--- src/rtl/node_flag_collector.sv ---
// Windowed node-flag capture into a 2-entry result FIFO with sticky overflow.
// Optional popcount output enabled by NODE_FLAG_POPCOUNT_EN.
module node_flag_collector #(
    parameter int NUM_NODES = 16,
    parameter int WINDOW    = 5
) (
    input  logic                               clk,
    input  logic                               rst,
    input  logic [NUM_NODES-1:0]               node_flags,
    input  logic                               res_ready,
    output logic                               res_valid,
    output logic [NUM_NODES-1:0]               res_flags,
    output logic [$clog2(NUM_NODES+1)-1:0]     res_count,
    output logic                               res_any,
    output logic [2:0]                         win_cnt,
    output logic                               overflow
);
    localparam int         CW   = $clog2(NUM_NODES + 1);
    localparam logic [2:0] LAST = 3'(WINDOW - 1);

    logic [2:0]           win_q, win_d;
    logic [1:0]           occ_q, occ_d;
    logic                 ovf_q, ovf_d;
    logic [NUM_NODES-1:0] flg_q [2];
    logic [NUM_NODES-1:0] flg_d [2];
    logic                 any_q [2];
    logic                 any_d [2];
    logic                 cap, pop, full, head_v;

`ifdef NODE_FLAG_POPCOUNT_EN
    logic [CW-1:0] cnt_q [2];
    logic [CW-1:0] cnt_d [2];
    logic [CW-1:0] cap_cnt;

    always_comb begin
        cap_cnt = '0;
        for (int i = 0; i < NUM_NODES; i++) begin
            cap_cnt = cap_cnt + CW'(node_flags[i]);
        end
    end
`endif

    assign head_v = (occ_q != 2'd0);
    assign cap    = (win_q == LAST);
    assign pop    = head_v && res_ready;
    assign full   = (occ_q == 2'd2);

    always_comb begin
        win_d = cap ? 3'd0 : win_q + 3'd1;
        occ_d = occ_q;
        ovf_d = ovf_q;
        flg_d = flg_q;
        any_d = any_q;
`ifdef NODE_FLAG_POPCOUNT_EN
        cnt_d = cnt_q;
`endif
        // Shift-register FIFO: slot 0 is always the head.
        if (pop) begin
            flg_d[0] = flg_q[1];
            any_d[0] = any_q[1];
            flg_d[1] = '0;
            any_d[1] = 1'b0;
`ifdef NODE_FLAG_POPCOUNT_EN
            cnt_d[0] = cnt_q[1];
            cnt_d[1] = '0;
`endif
            occ_d = occ_q - 2'd1;
        end
        if (cap) begin
            if (full && !pop) begin
                ovf_d = 1'b1;
            end else if (occ_d == 2'd0) begin
                flg_d[0] = node_flags;
                any_d[0] = |node_flags;
`ifdef NODE_FLAG_POPCOUNT_EN
                cnt_d[0] = cap_cnt;
`endif
                occ_d = 2'd1;
            end else begin
                flg_d[1] = node_flags;
                any_d[1] = |node_flags;
`ifdef NODE_FLAG_POPCOUNT_EN
                cnt_d[1] = cap_cnt;
`endif
                occ_d = 2'd2;
            end
        end
    end

    always_ff @(posedge clk) begin
        if (!rst) begin
            win_q <= 3'd0;
            occ_q <= 2'd0;
            ovf_q <= 1'b0;
            for (int i = 0; i < 2; i++) begin
                flg_q[i] <= '0;
                any_q[i] <= 1'b0;
`ifdef NODE_FLAG_POPCOUNT_EN
                cnt_q[i] <= '0;
`endif
            end
        end else begin
            win_q <= win_d;
            occ_q <= occ_d;
            ovf_q <= ovf_d;
            flg_q <= flg_d;
            any_q <= any_d;
`ifdef NODE_FLAG_POPCOUNT_EN
            cnt_q <= cnt_d;
`endif
        end
    end

    assign res_valid = rst && head_v;
    assign res_flags = res_valid ? flg_q[0] : '0;
    assign res_any   = res_valid && any_q[0];
`ifdef NODE_FLAG_POPCOUNT_EN
    assign res_count = res_valid ? cnt_q[0] : '0;
`else
    assign res_count = '0;
`endif
    assign win_cnt  = win_q;
    assign overflow = ovf_q;

endmodule

--- config.mk ---
export PLATFORM = sky130hd
export DESIGN_NAME = node_flag_collector
export DESIGN_NICKNAME = d
export VERILOG_FILES = /design/src/rtl/node_flag_collector.sv
export SDC_FILE = /design/constraint.sdc
export NUM_CORES = 1
export LEC_CHECK = 0
export CORE_ASPECT_RATIO = 2
export CORE_UTILIZATION = 45
export DETAILED_ROUTE_END_ITERATION = 8
export GPL_TIMING_DRIVEN = 0
export PLACE_DENSITY = 0.72
export SETUP_SLACK_MARGIN = 0.1
export SLEW_MARGIN = 20
export SYNTH_ARGS = -nofsm -noshare
export SYNTH_HDL_FRONTEND = slang
export SYNTH_SLANG_ARGS = --single-unit
--- constraint.sdc ---
create_clock -name clk -period 2.35 [get_ports clk]
set_input_delay 0.47 -clock clk [delete_from_list [all_inputs] [get_ports clk]]
set_output_delay 0.47 -clock clk [all_outputs]
set_load 0.01 [all_outputs]
# After elaboration in Yosys (flattened, before gate mapping)
# Index checks and enable logic that the tools add are counted.
# totals
input_bits	19
output_inout_bits	27
word_cells	37
ff_bits	40
# op_classes
n_bitwise	1
muxes	15
n_eq_ne	2
n_reduce_logical	10
addsub	2
# ops
operator	n
32-bit 2-to-1 mux	3
16-bit 2-to-1 mux	3
16-bit OR reduction	1
2-bit 2-to-1 mux	7
1-bit logical AND	4
3-bit by 1-bit adder with 3-bit output, second input constant	1
3-bit equality test, second input constant	1
2-bit equality test, second input constant	1
2-bit logical NOT	1
1-bit 2-to-1 mux	2
2-bit AND reduction	1
2-bit nonzero test	1
2-bit OR reduction	1
2-bit by 1-bit subtractor with 2-bit output, second input constant	1
1-bit logical NOT	1
1-bit NOT	1

# Logic depth before layout (Yosys ltp)
# depth
depth_word	7
depth_mapped	9

# Worst setup path before layout
# No wires, ideal clock.
# synth_path
kind	reg2out
startpoint	register occ_q[0]
endpoint	output res_flags[10]
slack_ps	394
path_buffers	1
path_stages_with_launch	6
required_time_ps	1880
arrival_ps	1486
path_cell_list	dfxtp_1 -> inv_1 -> ha_1 -> nor2b_1 -> clkbuf_1 -> and2_1
# synth_between
elab_chain_len	3
# synth_rtl
element	line	text
start: declaration	22	logic [1:0] occ_q, occ_d;
start signal: assignment	93	occ_q <= 2'd0;
start signal: assignment	104	occ_q <= occ_d;
2-bit nonzero test	43	assign head_v = (occ_q != 2'd0);
1-bit logical AND	114	assign res_valid = rst && head_v;
net res_valid	11	output logic res_valid,
16-bit 2-to-1 mux	115	assign res_flags = res_valid ? flg_q[0] : '0;
end: declaration	12	output logic [NUM_NODES-1:0] res_flags,
# The timed path passes the listed nets, and every way through them passes these cells.

# Final worst setup path
# layout_path
startpoint	register occ_q[0]
endpoint	output res_flags[7]
# layout_between
elab_chain_len	3
# layout_rtl
element	line
2-bit nonzero test	43
1-bit logical AND	114
16-bit 2-to-1 mux	115
# No other way between the ends.

==> results.cfg <==
[timing]
maxSlewHeadroom_pct = 61.6
finClkSkew_ns = 0.00695
tightest_slew_ns = 0.577
finalWorstSetupSlack_ns = 0.200
fin_crit_sh_pct = 91.5
holdWs_ns = 0.472
period_needed_ns = 2.15
slew_viol_final = 0
tns_ns = 0
rsz0062_at_grt = no
max_freq_mhz = 465
hold_viol_final = 0
finalSetupViolations = 0

[pwr]
swShare_pct = 38.2
internal_power_uw = 1220
switching_power_uw = 752
power_density_mw_per_mm2 = 727
ir_worst_vdd_uv = 575
p_leak_uw = 0.00127
clkPwrFrac_pct = 24.6
comb_power_share_pct = 37.9
seqPwrFrac_pct = 37.6

[placement]
pre_cts_slack_ns = -0.836
placed_cell_area_sq_mm = 0.00259
io_buffers = 40
dp.cells = 321
hpwl_microns = 3700
gp_congestion = 0.808

[logic_synthesis]
synth_top_cell_by_area = dfxtp_1
syn_area_sq_mm = 0.00211
yosysWarnings = 0
ys_top_cells_by_area = dfxtp_1, mux2i_1, o211a_1
syn_area_per_cell_sq_um = 9.44
netlist_instances = 223
ys_seq_elements = 40
synth_top_cell_area_share_pct = 38.0
yosysSeqAreaShare_pct = 38.0
synth_cell_type_count = 33

[critical_path]
cp-end-kind = primary output
crit_path_end = res_flags[7]
crit_start = occ_q[0]
critical_path_arrival_ns = 1.68
reg2reg_slack_ns = 0.34
path_max_fanout = 10
worst-r2r-cell-count = 8
setup.worst_path.start_class = register
timing_worst_setup_path_type = register to primary output
timing.rr.start = occ_q[0]
r2r-end = flg_q[19]
cp.required_ns = 1.88

[status]
status = complete, no violations

[hold_path]
whs_path_depth = 1
hold_class = register to register

[cells_and_area]
final_cells = 330
antennaDiodeCount = 0
layout_commonest_cell = dfxtp_1
area_delta_synth_final_pct = 28.7
drive_gt1_share_pct = 13.4
nNetsFinal = 298
fin_area_sq_mm = 0.00271
multiInputGateArea_sq_mm = 0.00117
seq_area_sq_um = 806
final_cell_mix = dfxtp_1, clkdlybuf4s50_1, and2_1, mux2i_1
num-fill-cells = 435

[flow_run]
maxCapViolCount = 0

[floorplanning]
io_pins = 46
die_w_microns = 50.4
start_util_pct = 47.6
dieArea_sq_mm = 0.00497
core_area_sq_mm = 0.00442
row_count = 34
die_h_microns = 98.7

[cts]
cts_inserted_buffers = 5
root_buffer = clkbuf_8
postCtsHoldBufs = 0
cts.path.max_buffers = 2
clk_pin_slew_worst_paths_ns = 0.07
htreeDepth = 2
clkSinkCount = 40
clk_latency_ns = 0.30
cts_tree = done

[drt]
drt-wirelength-per-cell_microns = 16.2
drtAntennaViolNets = 0
first_iter_violations = 47
vias = 1882
drt_wl_total_microns = 5340
first_pass_iters = 4
drt_drc_violations_left = 0
viasPerCell = 5.70

[grt]
grt_max_degree = 13
groute.usage.overall_pct = 24.1
grt_antenna_before_repair = 0
grt_pass1_wl_microns = 9070
grt_overflow = 0
grt_pass1_vias = 1869
==> routing by layer <==
| metal | up-vias | part of all wire [%] | GRT usage [%] |
|---|---|---|---|
| met3 | 9 | 5.1 | 5.25 |
| met4 | 0 | 2.1 | 9.40 |
| met1 | 898 | 39 | 27.0 |
| li1 | 916 | - | - |
| met5 | - | 0 | 0 |
| met2 | 59 | 54 | 42.8 |
==> cells in the mapped netlist, drive strengths merged <==
cell / n
and2: 18
o221ai: 1
clkbuf: 6
nor2b: 3
buf: 19
nand2: 6
nand4b: 1
o21ai: 17
conb: 1
o211a: 17
a21oi: 1
nor4: 4
and3: 3
nand4: 1
nor2: 2
nand2b: 1
o31a: 1
xnor2: 1
o211ai: 17
inv: 4
a21o: 1
ha: 4
nand3: 17
mux2i: 18
o21a: 1
o31ai: 1
dfxtp: 40
a21boi: 17
==> area by class of cell <==
class	instances	share of cell area, %
tap	54	2.49
multi-input combinational	158	43.1
timing repair buffer	41	14.9
buffer	25	5.82
clock inverter	2	0.369
sequential	40	29.7
inverter	4	0.554
clock buffer	6	3.05
==> sequential cells by signal, summed over array words and instances (netlist names) <==
name	count
overflow	1
occ_q	2
any_q	2
flg_q	32
win_cnt	3
==> per-stage QoR <==
stage	util (%)	power (uW)
after floorplan	-	1230
after global placement	58.5	1460
after detailed placement	58.5	1460
after CTS	61.0	1980
after global routing	61.3	2060
final	61.3	1970
==> how the worst min path moves through the flow <==
stage               slack (ns)  startpoint         to
floorplan                 0.48   flg_q[15]  flg_q[15]
global placement          0.45    overflow   overflow
detailed placement        0.46    overflow   overflow
CTS                       0.48    overflow   overflow
global route              0.51    overflow   overflow
finish                    0.47    overflow   overflow
==> worst max-delay path, cell delays in order, from the launching register on <==
cell and delay, ns:
dfxtp_4 0.39, inv_1 0.07, ha_2 0.22, nor2b_4 0.18, buf_8 0.15, and2_1 0.12, dlygate4sd2_1 0.26
==> power by group through the flow <==
stage / logic, uW / registers (uW) / clock network, uW
after floorplan: 482 / 749 / 0
final: 746 / 740 / 484
after global routing: 803 / 746 / 513
after CTS: 743 / 741 / 492
after detailed placement: 711 / 753 / 0
after global placement: 706 / 752 / 0
==> cells by family after synthesis <==
logic type / after synthesis / synth area share, %
and+or+nand+nor: 56 / 15.2
xor gates and xnor gates: 1 / 0.416
muxes: 18 / 8.56
other: 1 / 0.178
buffers and inverters: 29 / 7.66
adders and majority gates: 4 / 2.38
AOI/OAI and AO/OA: 74 / 27.6
DFF: 40 / 38.0
==> what timing repair did <==
item                                    4_1_cts  5_1_grt
resized for setup                            24        8
buffers inserted                              1        0
endpoints found under the setup margin       18       11
Note: power is estimated with default switching activity, not from simulation.
